[src/rtl/oh_cell_bist.sv]
`default_nettype none
// ============================================================================
//  Module      : oh_cell_bist
//  Description : Exhaustive-vector BIST driver/checker for a small combinational
//                cell. Sweeps all 2**N input vectors, samples the cell output
//                after a settle time and scores it against a truth table.
//  Revision    : 1.0  initial release
// ============================================================================
module oh_cell_bist #(
  parameter int                 N      = 2,
  parameter logic [(1<<N)-1:0]  TT     = 4'b0001,
  parameter int                 SETTLE = 2,
  parameter int                 REPEAT = 1,
  parameter int                 CW     = 8
) (
  input  logic          clk,
  input  logic          nreset,
  input  logic          start,
  input  logic          dut_z,
  output logic [N-1:0]  dut_in,
  output logic          busy,
  output logic          done,
  output logic          pass,
  output logic [CW-1:0] err_count,
  output logic          fail_valid,
  output logic [N-1:0]  fail_vec
);

  localparam int WW = $clog2(SETTLE + 1);
  localparam int SW = (REPEAT > 1) ? $clog2(REPEAT) : 1;

  localparam logic [N-1:0]  VEC_LAST   = '1;
  localparam logic [SW-1:0] SWEEP_LAST = SW'(REPEAT - 1);
  localparam logic [CW-1:0] ERR_MAX    = '1;
  localparam logic [WW-1:0] WAIT_LOAD  = WW'(SETTLE);
  localparam logic [WW-1:0] WAIT_ONE   = WW'(1);

  typedef enum logic [2:0] {
    S_IDLE   = 3'd0,
    S_DRIVE  = 3'd1,
    S_WAIT   = 3'd2,
    S_SAMPLE = 3'd3,
    S_DONE   = 3'd4
  } state_t;

  state_t        state_q, state_d;
  logic [N-1:0]  vec_q, vec_d;
  logic [SW-1:0] sweep_q, sweep_d;
  logic [WW-1:0] wcnt_q, wcnt_d;
  logic          busy_q, busy_d;
  logic          done_q, done_d;
  logic [CW-1:0] err_q, err_d;
  logic          fail_valid_q, fail_valid_d;
  logic [N-1:0]  fail_vec_q, fail_vec_d;

  always_comb begin
    state_d      = state_q;
    vec_d        = vec_q;
    sweep_d      = sweep_q;
    wcnt_d       = wcnt_q;
    busy_d       = busy_q;
    done_d       = done_q;
    err_d        = err_q;
    fail_valid_d = fail_valid_q;
    fail_vec_d   = fail_vec_q;

    case (state_q)
      S_IDLE, S_DONE: begin
        if (start) begin
          err_d        = '0;
          fail_valid_d = 1'b0;
          fail_vec_d   = '0;
          done_d       = 1'b0;
          vec_d        = '0;
          sweep_d      = '0;
          busy_d       = 1'b1;
          state_d      = S_DRIVE;
        end
      end

      S_DRIVE: begin
        wcnt_d  = WAIT_LOAD;
        state_d = S_WAIT;
      end

      S_WAIT: begin
        if (wcnt_q <= WAIT_ONE) begin
          state_d = S_SAMPLE;
        end else begin
          wcnt_d = wcnt_q - 1'b1;
        end
      end

      S_SAMPLE: begin
        if (dut_z != TT[vec_q]) begin
          if (err_q != ERR_MAX) begin
            err_d = err_q + 1'b1;
          end
          // Only the first failing vector of a run is recorded.
          if (!fail_valid_q) begin
            fail_vec_d   = vec_q;
            fail_valid_d = 1'b1;
          end
        end

        if (vec_q != VEC_LAST) begin
          vec_d   = vec_q + 1'b1;
          state_d = S_DRIVE;
        end else if (sweep_q != SWEEP_LAST) begin
          vec_d   = '0;
          sweep_d = sweep_q + 1'b1;
          state_d = S_DRIVE;
        end else begin
          busy_d  = 1'b0;
          done_d  = 1'b1;
          state_d = S_DONE;
        end
      end

      default: begin
        busy_d  = 1'b0;
        done_d  = 1'b0;
        state_d = S_IDLE;
      end
    endcase
  end

  always_ff @(posedge clk or negedge nreset) begin
    if (!nreset) begin
      state_q      <= S_IDLE;
      vec_q        <= '0;
      sweep_q      <= '0;
      wcnt_q       <= '0;
      busy_q       <= 1'b0;
      done_q       <= 1'b0;
      err_q        <= '0;
      fail_valid_q <= 1'b0;
      fail_vec_q   <= '0;
    end else begin
      state_q      <= state_d;
      vec_q        <= vec_d;
      sweep_q      <= sweep_d;
      wcnt_q       <= wcnt_d;
      busy_q       <= busy_d;
      done_q       <= done_d;
      err_q        <= err_d;
      fail_valid_q <= fail_valid_d;
      fail_vec_q   <= fail_vec_d;
    end
  end

  // The vector register is the cell drive itself, so it changes on the same
  // edge that enters DRIVE and holds its last value through DONE.
  assign dut_in     = vec_q;
  assign busy       = busy_q;
  assign done       = done_q;
  assign pass       = done_q && (err_q == '0);
  assign err_count  = err_q;
  assign fail_valid = fail_valid_q;
  assign fail_vec   = fail_vec_q;

endmodule
`default_nettype wire

[config.mk]
export PLATFORM = sky130hd
export DESIGN_NAME = oh_cell_bist
export DESIGN_NICKNAME = d
export VERILOG_FILES = /design/src/rtl/oh_cell_bist.sv
export SDC_FILE = /design/constraint.sdc
export NUM_CORES = 1
export LEC_CHECK = 0
export CORE_MARGIN = 1
export CORE_UTILIZATION = 55
export DETAILED_ROUTE_END_ITERATION = 8
export GPL_ROUTABILITY_DRIVEN = 0
export GPL_TIMING_DRIVEN = 0
export PLACE_DENSITY = 0.82
export SLEW_MARGIN = 20
export SYNTH_ARGS = -nofsm -noshare
export SYNTH_HDL_FRONTEND = slang
export SYNTH_SLANG_ARGS = --single-unit
[constraint.sdc]
create_clock -name clk -period 3.75 [get_ports clk]
set_clock_uncertainty 0.15 [all_clocks]
set_input_delay 0.75 -clock clk [delete_from_list [all_inputs] [get_ports clk]]
set_output_delay 0.75 -clock clk [all_outputs]
set_load 0.1 [all_outputs]
After elaboration in Yosys (flattened, before gate mapping)
Index checks and enable logic that the tools add are counted.
{ "totals": {"regBits": 21, "in_bits": 4, "output_inout_bits": 16, "elab_cells": 80} }
{ "op_classes": {"add_sub_neg": 4, "n_lt_le_gt_ge": 2, "eq_ne": 16, "muxes": 33, "bitwise_logic": 1, "n_reduce_logical": 15} }
{ "ops": {"columns": ["cell", "count"], "rows": [
  ["$mux W8", 3],
  ["$ne A2 B2 Y1 const B", 9],
  ["$pmux W8 S2", 1],
  ["$mux W2", 6],
  ["$mux W3", 4],
  ["$pmux W2 S2", 3],
  ["$pmux W3 S4", 1],
  ["$reduce_and A4 Y1", 3],
  ["$mux W1", 10],
  ["$reduce_and A3 Y1", 3],
  ["$add A8 B1 Y8 const B", 1],
  ["$logic_not A8 Y1", 1],
  ["$ne A8 B8 Y1 const B", 1],
  ["$eq A3 B2 Y1 const B", 2],
  ["$pmux W1 S3", 2],
  ["$pmux W1 S2", 2],
  ["$reduce_and A2 Y1", 2],
  ["$reduce_bool A2 Y1", 2],
  ["$reduce_or A2 Y1", 2],
  ["$eq A3 B1 Y1 const B", 1],
  ["$eq A3 B3 Y1 const B", 1],
  ["$logic_not A3 Y1", 1],
  ["$lt A2 B3 Y1 const B", 1],
  ["$ne A3 B3 Y1 const B", 1],
  ["8 further kinds", 8]
]} }

Logic depth before layout (Yosys ltp)
Gate-level depths: netlist of run 1.
{ "logic_depth": {"depth_word": 5, "ltp_mapped": 7, "ltp_nobuf": 7} }

Least setup slack after synthesis of run 1
OpenSTA, ideal clock, no wires.
{ "synth_path": {"path_type": "register to output", "startpoint": "reg err_q[3], in the netlist err_count[3]", "endpoint": "out pass", "arrival_time_ns": 4.246, "t_required_ns": 2.850, "setup_slack_ns": -1.396, "stages_incl_launch_ff": 3, "n_path_buf": 0, "cell_sequence": "dfrtp_1 -> or4_1 -> nor4_1"} }
{ "synth_between": {"elab_chain_cells": 2} }
{ "synth_lines": {"columns": ["element", "line", "rtl"], "rows": [
  ["start, declared", "52", "logic [CW-1:0] err_q, err_d;"],
  ["start signal, assigned", "146", "err_q <= err_d;"],
  ["$logic_not A8 Y1", "157", "assign pass = done_q && (err_q == '0);"],
  ["$logic_and A1 B1 Y1", "157", null],
  ["end, declared", "23", "output logic pass,"]
]} }
No other way between the ends.

Final worst setup path of run 1
Same ends and word-level chain as after synthesis.

==> qor.yml, run 1 <==
run_status:
  outcome: "finished clean"
timing:
  worst_pin_slew_ps: 972
  tns_ps: 0
  setup_violations: 0
  rsz0062_at_grt: "no"
  fmax_ghz: 0.278
  final_hold_viol_count: 0
  period_minus_slack_ps: 3590
  slew_headroom_pct: 35.0
  report.final.slew_viol_count: 0
  timing.final.crit_share_pct: 95.8
drt:
  via_per_inst: 5.73
  dr.first_iter.drc_count: 55
  wire_per_inst_um: 13.8
  routed_wl_um: 2380
  drc_errors: 0
  first_pass_iters: 4
  via_count: 992
  route.antenna.remaining_nets: 0
synth:
  yosysWarnings: 0
  synth_area_per_cell_um2: 9.56
  ys_ff_latch: 20
  synth-xor-area-share_pct: 3.06
  synth_compound_area_share_pct: 20.5
  synthTopCellsByArea: "dfrtp_1 (42%), nand2_1 (5.4%), ha_1 (5.3%), a21oi_1 (4.6%), o21ai_0 (4.6%)"
  synthAdderAreaFrac_pct: 5.28
  synth_top_area_share_pct: 42.2
  ys_types: 35
  muxShareOfSynthArea_pct: 1.27
  synth_top_cell_by_area: "dfrtp_1"
  synthCells: 124
  yosys.area_share.simple_pct: 22.2
  seq_area_frac_synth_pct: 42.2
  synth_top_family_by_area: "simple AND/OR/NAND/NOR gates"
  syn_area_um2: 1180
  syn_nets: 133
die:
  die_w_um: 48.4
  die_area_um2: 2340
  start_util_pct: 59.2
  rows: 16
  io_pins: 20
  core-area_um2: 2000
  die_h_um: 48.4
clock_tree:
  cts.clk_slew.worst_paths_ps: 110
  cts_hold_buffers: 0
  ctsResizeCount: 0
  cts_buffer_depth: 2
  cts_max_level: 1
  numClockSinks: 20
  postCtsSetupRepairBufs: 0
  numCtsBuffers: 3
  clk_latency_ps: 300
  cts_root_buf: "clkbuf_4"
  cts_tree: "built"
worst_setup_path:
  arrival_ps: 2690
  worstSetupStartpointType: "register"
  crit_fanout: 7
  crit_type: "reg -> out"
  critPathCaptureType: "output port"
  cp.required_ps: 2850
placed_design:
  post-dp-hpwl_um: 1730
  port_buffers: 19
final_layout:
  nets: 157
  synthToLayoutAreaGrowth_pct: 22.1
  diodes: 0
  nFillCells: 150
  drive_above_1_share_pct: 12.3
global_route:
  first_global_vias: 960
  overflow: 0
  grt.total_usage_pct: 23.5
  antenna_found_initial: 0
  grt_pass1_wl_um: 4260
  grt_max_degree: 21
run:
  maxCapViolations: 0
min_path:
  worstHoldPathType: "reg -> reg"
stage by stage:
step	setup WS, ps	area, um2	hold slack [ps]	cells	util (%)
after floorplan	391	1200	304	124	-
after global placement	513	1420	349	170	71.1
after detailed placement	492	1420	358	170	71.1
after CTS	153	1450	393	173	72.3
after global routing	90.7	1450	412	173	72.3
final	157	1450	378	173	72.3
worst max-delay path: stages, from the launching register on:
cell             delay [ps]
dfrtp_1                 480
or4_1                   600
nor4_4                  140
clkdlybuf4s50_1        1160
logic make-up (layout without fill, tap and decap cells):
| family | count (synthesis) | in the layout |
|---|---|---|
| AOI/OAI and AO/OA | 38 | 38 |
| xor gates and xnor gates | 2 | 2 |
| adders and majority gates | 5 | 5 |
| buffers and inverters | 11 | 33 |
| DFF | 20 | 20 |
| muxes | 1 | 1 |
| and+or+nand+nor | 47 | 47 |
cell usage after synthesis, drive strengths merged:
master and count:
a22o 5, a21oi 12, dfrtp 20, o21a 2, nor2 10, a31oi 1, nor3 1, nand2b 1
and3b 1, nor4 2, mux2 1, o31ai 1, xor2 1, o41ai 1, a22oi 2, nand3 4
o21ai 13, nand2 20, nand4 2, and3 2, nor2b 2, ha 5, or4 1, inv 7
o311a 1, xnor2 1, nor3b 1, buf 4
worst paths after layout:
check	from	to	slack, ps	cells after the start
max in group asynchronous	nreset	state_q[0]	2130	1
worst max-delay path	err_count[3]	pass	160	3
worst max register to register	dut_in[0]	err_count[0]	1920	7
worst min-delay path	busy	busy	380	2
worst min register to register	busy	busy	380	2
min in group asynchronous	nreset	fail_valid	790	1
layer usage:
metal | part of all wire [%] | vias to the layer above | track usage (%)
met4 | 1.9 | 0 | 8.33
met1 | 45 | 461 | 31.7
met5 | 0 | - | 0
met3 | 5.0 | 7 | 2.83
met2 | 48 | 35 | 39.2
li1 | - | 489 | -
layout by cell type, fill, tap and decap left out, types with 3 or more instances in the layout:
master,synthesis,layout
a22o_1,5,5
dfrtp_1,20,20
nand2_1,17,17
a21oi_1,11,11
clkbuf_4,0,3
ha_1,5,5
nor2_1,10,10
buf_6,3,3
o21ai_0,11,11
inv_1,7,7
clkdlybuf4s50_1,0,19
nand3_1,3,3
flip-flops by register name, indices dropped and copies added, names as in the netlist:
| signal | flops |
|---|---|
| busy | 1 |
| done | 1 |
| dut_in | 2 |
| err_count | 8 |
| fail_valid | 1 |
| fail_vec | 2 |
| state_q | 3 |
| wcnt_q | 2 |
layout make-up:
type	count	area, um2	area share [%]
plain buffers	4	38.8	2.68
clock buffers	3	22.5	1.56
inverters	7	26.3	1.82
multi-input cells	93	634	43.9
flip-flops and latches	20	500	34.6
well taps	27	33.8	2.34
repair buffers	19	190	13.1
Power of run 1 is left out: the tool's default activity adds up to more than one toggle a clock period on the data nets, which glitch-free logic cannot reach.
==> run 2: changes to the inputs <==
--- a/config.mk
+++ b/config.mk
@@ -7,10 +7,11 @@
 export LEC_CHECK = 0
 export CORE_MARGIN = 1
 export CORE_UTILIZATION = 55
+export CTS_BUF_LIST = sky130_fd_sc_hd__clkbuf_4 sky130_fd_sc_hd__clkbuf_8 sky130_fd_sc_hd__clkbuf_16
 export DETAILED_ROUTE_END_ITERATION = 8
 export GPL_ROUTABILITY_DRIVEN = 0
-export GPL_TIMING_DRIVEN = 0
 export PLACE_DENSITY = 0.82
+export RECOVER_POWER = 25
 export SLEW_MARGIN = 20
 export SYNTH_ARGS = -nofsm -noshare
 export SYNTH_HDL_FRONTEND = slang
==> run 2 against run 1 <==
Via count rose by 0.50%. Worst setup slack better by 730 ps. Register-to-register slack worse by 140 ps. Utilization fell by 2.6 points. Global-route usage shrank 0.35 points. Final cell count is 1.7% lower. Worst hold slack improved by 5.3 ps. Sequential share of layout area up 1.3 points.
==> qor.yml, run 2 (synthesized netlist as in run 1, its figures left out) <==
final_layout:
  nFillCells: 170
  synthToLayoutAreaGrowth_pct: 17.7
  mostFrequentLayoutCells: "dfrtp_1 (20), nand2_1 (17), clkdlybuf4s50_1 (14)"
  diodes: 0
  nets: 153
  final_cell_area_um2: 1400
  largest_reg_flops: 8
  finalCoreUtilization_pct: 69.7
  layout_commonest_cell: "dfrtp_1"
  drive_above_1_share_pct: 11.9
worst_setup_path:
  path_cells: "clkdlybuf4s50_1"
  arrival_ps: 1960
  crit_family: "buffers and inverters"
  cp.required_ps: 2850
  crit_type: "reg -> out"
  critPathCaptureType: "output port"
  slowest_delay_ps: 1180
  worstSetupStartpointType: "register"
  path_buf_inv: 1
  slowest_stage: "clkdlybuf4s50_1"
  crit_fanout: 7
  r2r_slack_ps: 1780
run:
  maxCapViolations: 0
timing:
  worst_pin_slew_ps: 981
  slew_headroom_pct: 34.4
  final_hold_viol_count: 0
  timing.final.crit_share_pct: 76.3
  setup_violations: 0
  fmax_ghz: 0.349
  tns_ps: 0
  period_minus_slack_ps: 2860
  setup_ws_ps: 889
  report.final.slew_viol_count: 0
  rsz0062_at_grt: "no"
clock_tree:
  cts_tree: "built"
  numCtsBuffers: 3
  ctsResizeCount: 0
  postCtsSetupRepairBufs: 0
  numClockSinks: 20
  clk_latency_ps: 300
  cts_max_level: 1
  cts.clk_slew.worst_paths_ps: 120
  cts_hold_buffers: 0
  cts_root_buf: "clkbuf_4"
  cts_buffer_depth: 2
min_path:
  worstHoldPathType: "reg -> reg"
die:
  core-area_um2: 2000
  rows: 16
  start_util_pct: 59.2
  die_area_um2: 2340
  die_w_um: 48.4
  die_h_um: 48.4
  io_pins: 20
placed_design:
  post-dp-hpwl_um: 1770
  dpl_cell_area_um2: 1380
  dp_slack_ps: 1230
  port_buffers: 19
drt:
  via_per_inst: 5.86
  routed_wl_um: 2380
  first_pass_iters: 4
  route.antenna.remaining_nets: 0
  drc_errors: 0
  dr.first_iter.drc_count: 18
  wire_per_inst_um: 14.0
  via_count: 997
global_route:
  overflow: 0
  grt_pass1_wl_um: 4240
  first_global_vias: 933
  grt.total_usage_pct: 23.1
  grt_max_degree: 21
  antenna_found_initial: 0
run_status:
  outcome: "finished clean"
run 2: cell count changes in the layout (fill, tap and decap cells not counted), sizes merged:
cell           change
clkdlybuf4s50      -5
dlygate4sd3        +2
clkbuf             +1
buf                -1
run 2: path summary, 6_finish.rpt:
| check | from | to | cells after the start |
|---|---|---|---|
| max reg2reg | dut_in[0] | err_count[0] | 7 |
| min in group asynchronous | nreset | wcnt_q[0] | 1 |
| min | busy | busy | 2 |
| max | err_count[3] | err_count[3] | 1 |
| min reg2reg | busy | busy | 2 |
| max in group asynchronous | nreset | state_q[0] | 1 |
run 2: area by class of cell:
| type | count | area, um2 | share of cell area, % |
|---|---|---|---|
| clock buffer | 4 | 36.3 | 2.60 |
| inverter | 7 | 26.3 | 1.88 |
| multi-input combinational | 93 | 616 | 44.1 |
| sequential | 20 | 500 | 35.9 |
| tap | 27 | 33.8 | 2.42 |
| timing repair buffer | 19 | 183 | 13.1 |
run 2: tightest hold or removal path, stage by stage (launching register included):
cell	delay [ps]
dfrtp_1	360
o21ai_0	80
nand2_1	60
run 2: per-layer routing:
layer / up-vias / GRT usage (%) / part of all wire (%)
li1: 478 / - / -
met4: 0 / 6.86 / 1.3
met3: 6 / 3.14 / 5.7
met5: - / 0 / 0
met2: 36 / 37.6 / 48
met1: 477 / 32.4 / 45
run 2: per-stage QoR:
stage	instances	hold WS, ps
finish	170	383
global route	170	425
CTS	170	386
detailed placement	166	344
global placement	166	352
floorplan	124	304
Power of run 2 is left out for the same reason.
==> run 3: changes to the inputs <==
--- a/config.mk
+++ b/config.mk
@@ -6,11 +6,11 @@
 export NUM_CORES = 1
 export LEC_CHECK = 0
 export CORE_MARGIN = 1
-export CORE_UTILIZATION = 55
+export CORE_UTILIZATION = 47
 export CTS_BUF_LIST = sky130_fd_sc_hd__clkbuf_4 sky130_fd_sc_hd__clkbuf_8 sky130_fd_sc_hd__clkbuf_16
 export DETAILED_ROUTE_END_ITERATION = 8
 export GPL_ROUTABILITY_DRIVEN = 0
-export PLACE_DENSITY = 0.82
+export PLACE_DENSITY = 0.75
 export RECOVER_POWER = 25
 export SLEW_MARGIN = 20
 export SYNTH_ARGS = -nofsm -noshare
==> constraint.sdc (replaced) <==
create_clock -name clk -period 2.3 [get_ports clk]
set_clock_uncertainty 0.15 [all_clocks]
set_input_delay 0.46 -clock clk [delete_from_list [all_inputs] [get_ports clk]]
set_output_delay 0.46 -clock clk [all_outputs]
set_load 0.1 [all_outputs]
==> run 3 against run 2 <==
Wire length increased by 6.3%. Highest routed layer unchanged. Via count fell by 1.7%. The flow now finishes with violations (negative setup slack). Register-to-register slack got worse by 1400 ps. Count of clock-buffer cells in the layout is the same. First-iteration DRC count down 44%. Non-clock buffer count rose by 4. Worst hold slack better by 2.7 ps. Sequential share of layout area is 0.079 points lower.
==> qor.yml, run 3 (synthesized netlist as in run 1, its figures left out) <==
run_status:
  outcome: "complete, but fails checks"
  violations: "negative setup slack"
die:
  die_h_um: 52.2
  die_w_um: 52.2
  die_area_um2: 2730
  core-area_um2: 2300
  io_pins: 20
  rows: 17
  start_util_pct: 51.6
final_layout:
  synthToLayoutAreaGrowth_pct: 21.5
  mostFrequentLayoutCells: "buf_4 (18), nand2_1 (17), dfrtp_1 (12)"
  nets: 157
  diodes: 0
  finalCoreUtilization_pct: 62.7
  drive_above_1_share_pct: 29.3
  nFillCells: 213
  largest_reg_flops: 8
  layout_commonest_cell: "buf_4"
timing:
  report.final.slew_viol_count: 0
  tns_ps: -67.7
  final_hold_viol_count: 0
  slew_headroom_pct: 25.1
  timing.final.crit_share_pct: 103
  period_minus_slack_ps: 2370
  worst_pin_slew_ps: 1120
  setup_violations: 1
  fmax_ghz: 0.422
  rsz0062_at_grt: "yes"
  setup_ws_ps: -67.7
worst_setup_path:
  cp.required_ps: 1690
  slowest_stage: "or4_4"
  critPathCaptureType: "output port"
  path_buf_inv: 1
  slowest_delay_ps: 550
  arrival_ps: 1760
  path_cells: "or4_4, nor4_4, buf_12"
  crit_family: "simple AND/OR/NAND/NOR gates"
  crit_fanout: 2
  worstSetupStartpointType: "register"
  crit_type: "reg -> out"
clock_tree:
  numCtsBuffers: 3
  clk_latency_ps: 310
  cts_root_buf: "clkbuf_4"
  cts_hold_buffers: 0
  cts_max_level: 1
  cts.clk_slew.worst_paths_ps: 120
  cts_buffer_depth: 2
  numClockSinks: 20
  cts_tree: "built"
global_route:
  overflow: 0
  grt_pass1_wl_um: 4390
  first_global_vias: 973
  grt.total_usage_pct: 22.2
  antenna_found_initial: 0
  grt_max_degree: 21
run:
  maxCapViolations: 0
placed_design:
  port_buffers: 19
  dp_slack_ps: 151
  post-dp-hpwl_um: 1790
drt:
  route.antenna.remaining_nets: 0
  via_count: 980
  wire_per_inst_um: 14.5
  first_pass_iters: 4
  routed_wl_um: 2530
  via_per_inst: 5.60
  drc_errors: 0
  dr.first_iter.drc_count: 10
min_path:
  worstHoldPathType: "reg -> reg"
run 3: changes by cell type in the layout (fill, tap and decap cells not counted), sizes merged:
cell           delta
buf              +16
dlygate4sd3       -1
clkdlybuf4s50    -12
clkbuf            +1
run 3: layer usage:
metal	up-vias	routed length [um]	global-route usage (%)	share of wire, %
li1	486	-	-	-
met1	466	1200	29.1	47
met2	23	1210	37.8	48
met3	5	91	2.61	3.6
met4	0	27	7.89	1.1
met5	-	0	0	0
run 3: what timing repair did:
item,in CTS,in global routing
gates resized for setup,0,0
endpoints found under the setup margin,1,1
pin swaps,1,0
setup buffers,2,0
hold endpoints to repair,0,0
run 3: final timing paths:
kind                                    from  slack [ps]            to  cells after the start
worst max-delay path            err_count[2]         -70          pass                      3
worst min-delay path                    busy         390          busy                      2
worst max register to register     dut_in[0]         430  err_count[0]                      7
worst min register to register          busy         390          busy                      2
max in group asynchronous             nreset         480  err_count[2]                      2
min in group asynchronous             nreset         720     wcnt_q[0]                      2
run 3: final cells by class:
type / count / area [um2] / share of cell area, %
clock buffers: 4 / 36.3 / 2.52
inverters: 7 / 26.3 / 1.82
multi-input cells: 93 / 638 / 44.3
flip-flops and latches: 20 / 515 / 35.8
well taps: 28 / 35.0 / 2.43
repair buffers: 23 / 189 / 13.1
run 3: worst register-to-register path, delay by kind of cell, from the launching register on:
kind	cells	cell delay (ps)
muxes	1	260
xor gates and xnor gates	1	230
and+or+nand+nor	3	300
DFF	1	450
buffers and inverters	1	110
adders and majority gates	1	270
run 3: through the flow:
step / hold WS, ps / cells / area, um2
after floorplan: 14.4 / 124 / 1220
after detailed placement: 347 / 169 / 1390
final: 386 / 175 / 1440
after global routing: 427 / 175 / 1440
after CTS: 349 / 175 / 1440
after global placement: 356 / 169 / 1390
Power of run 3 is left out for the same reason.
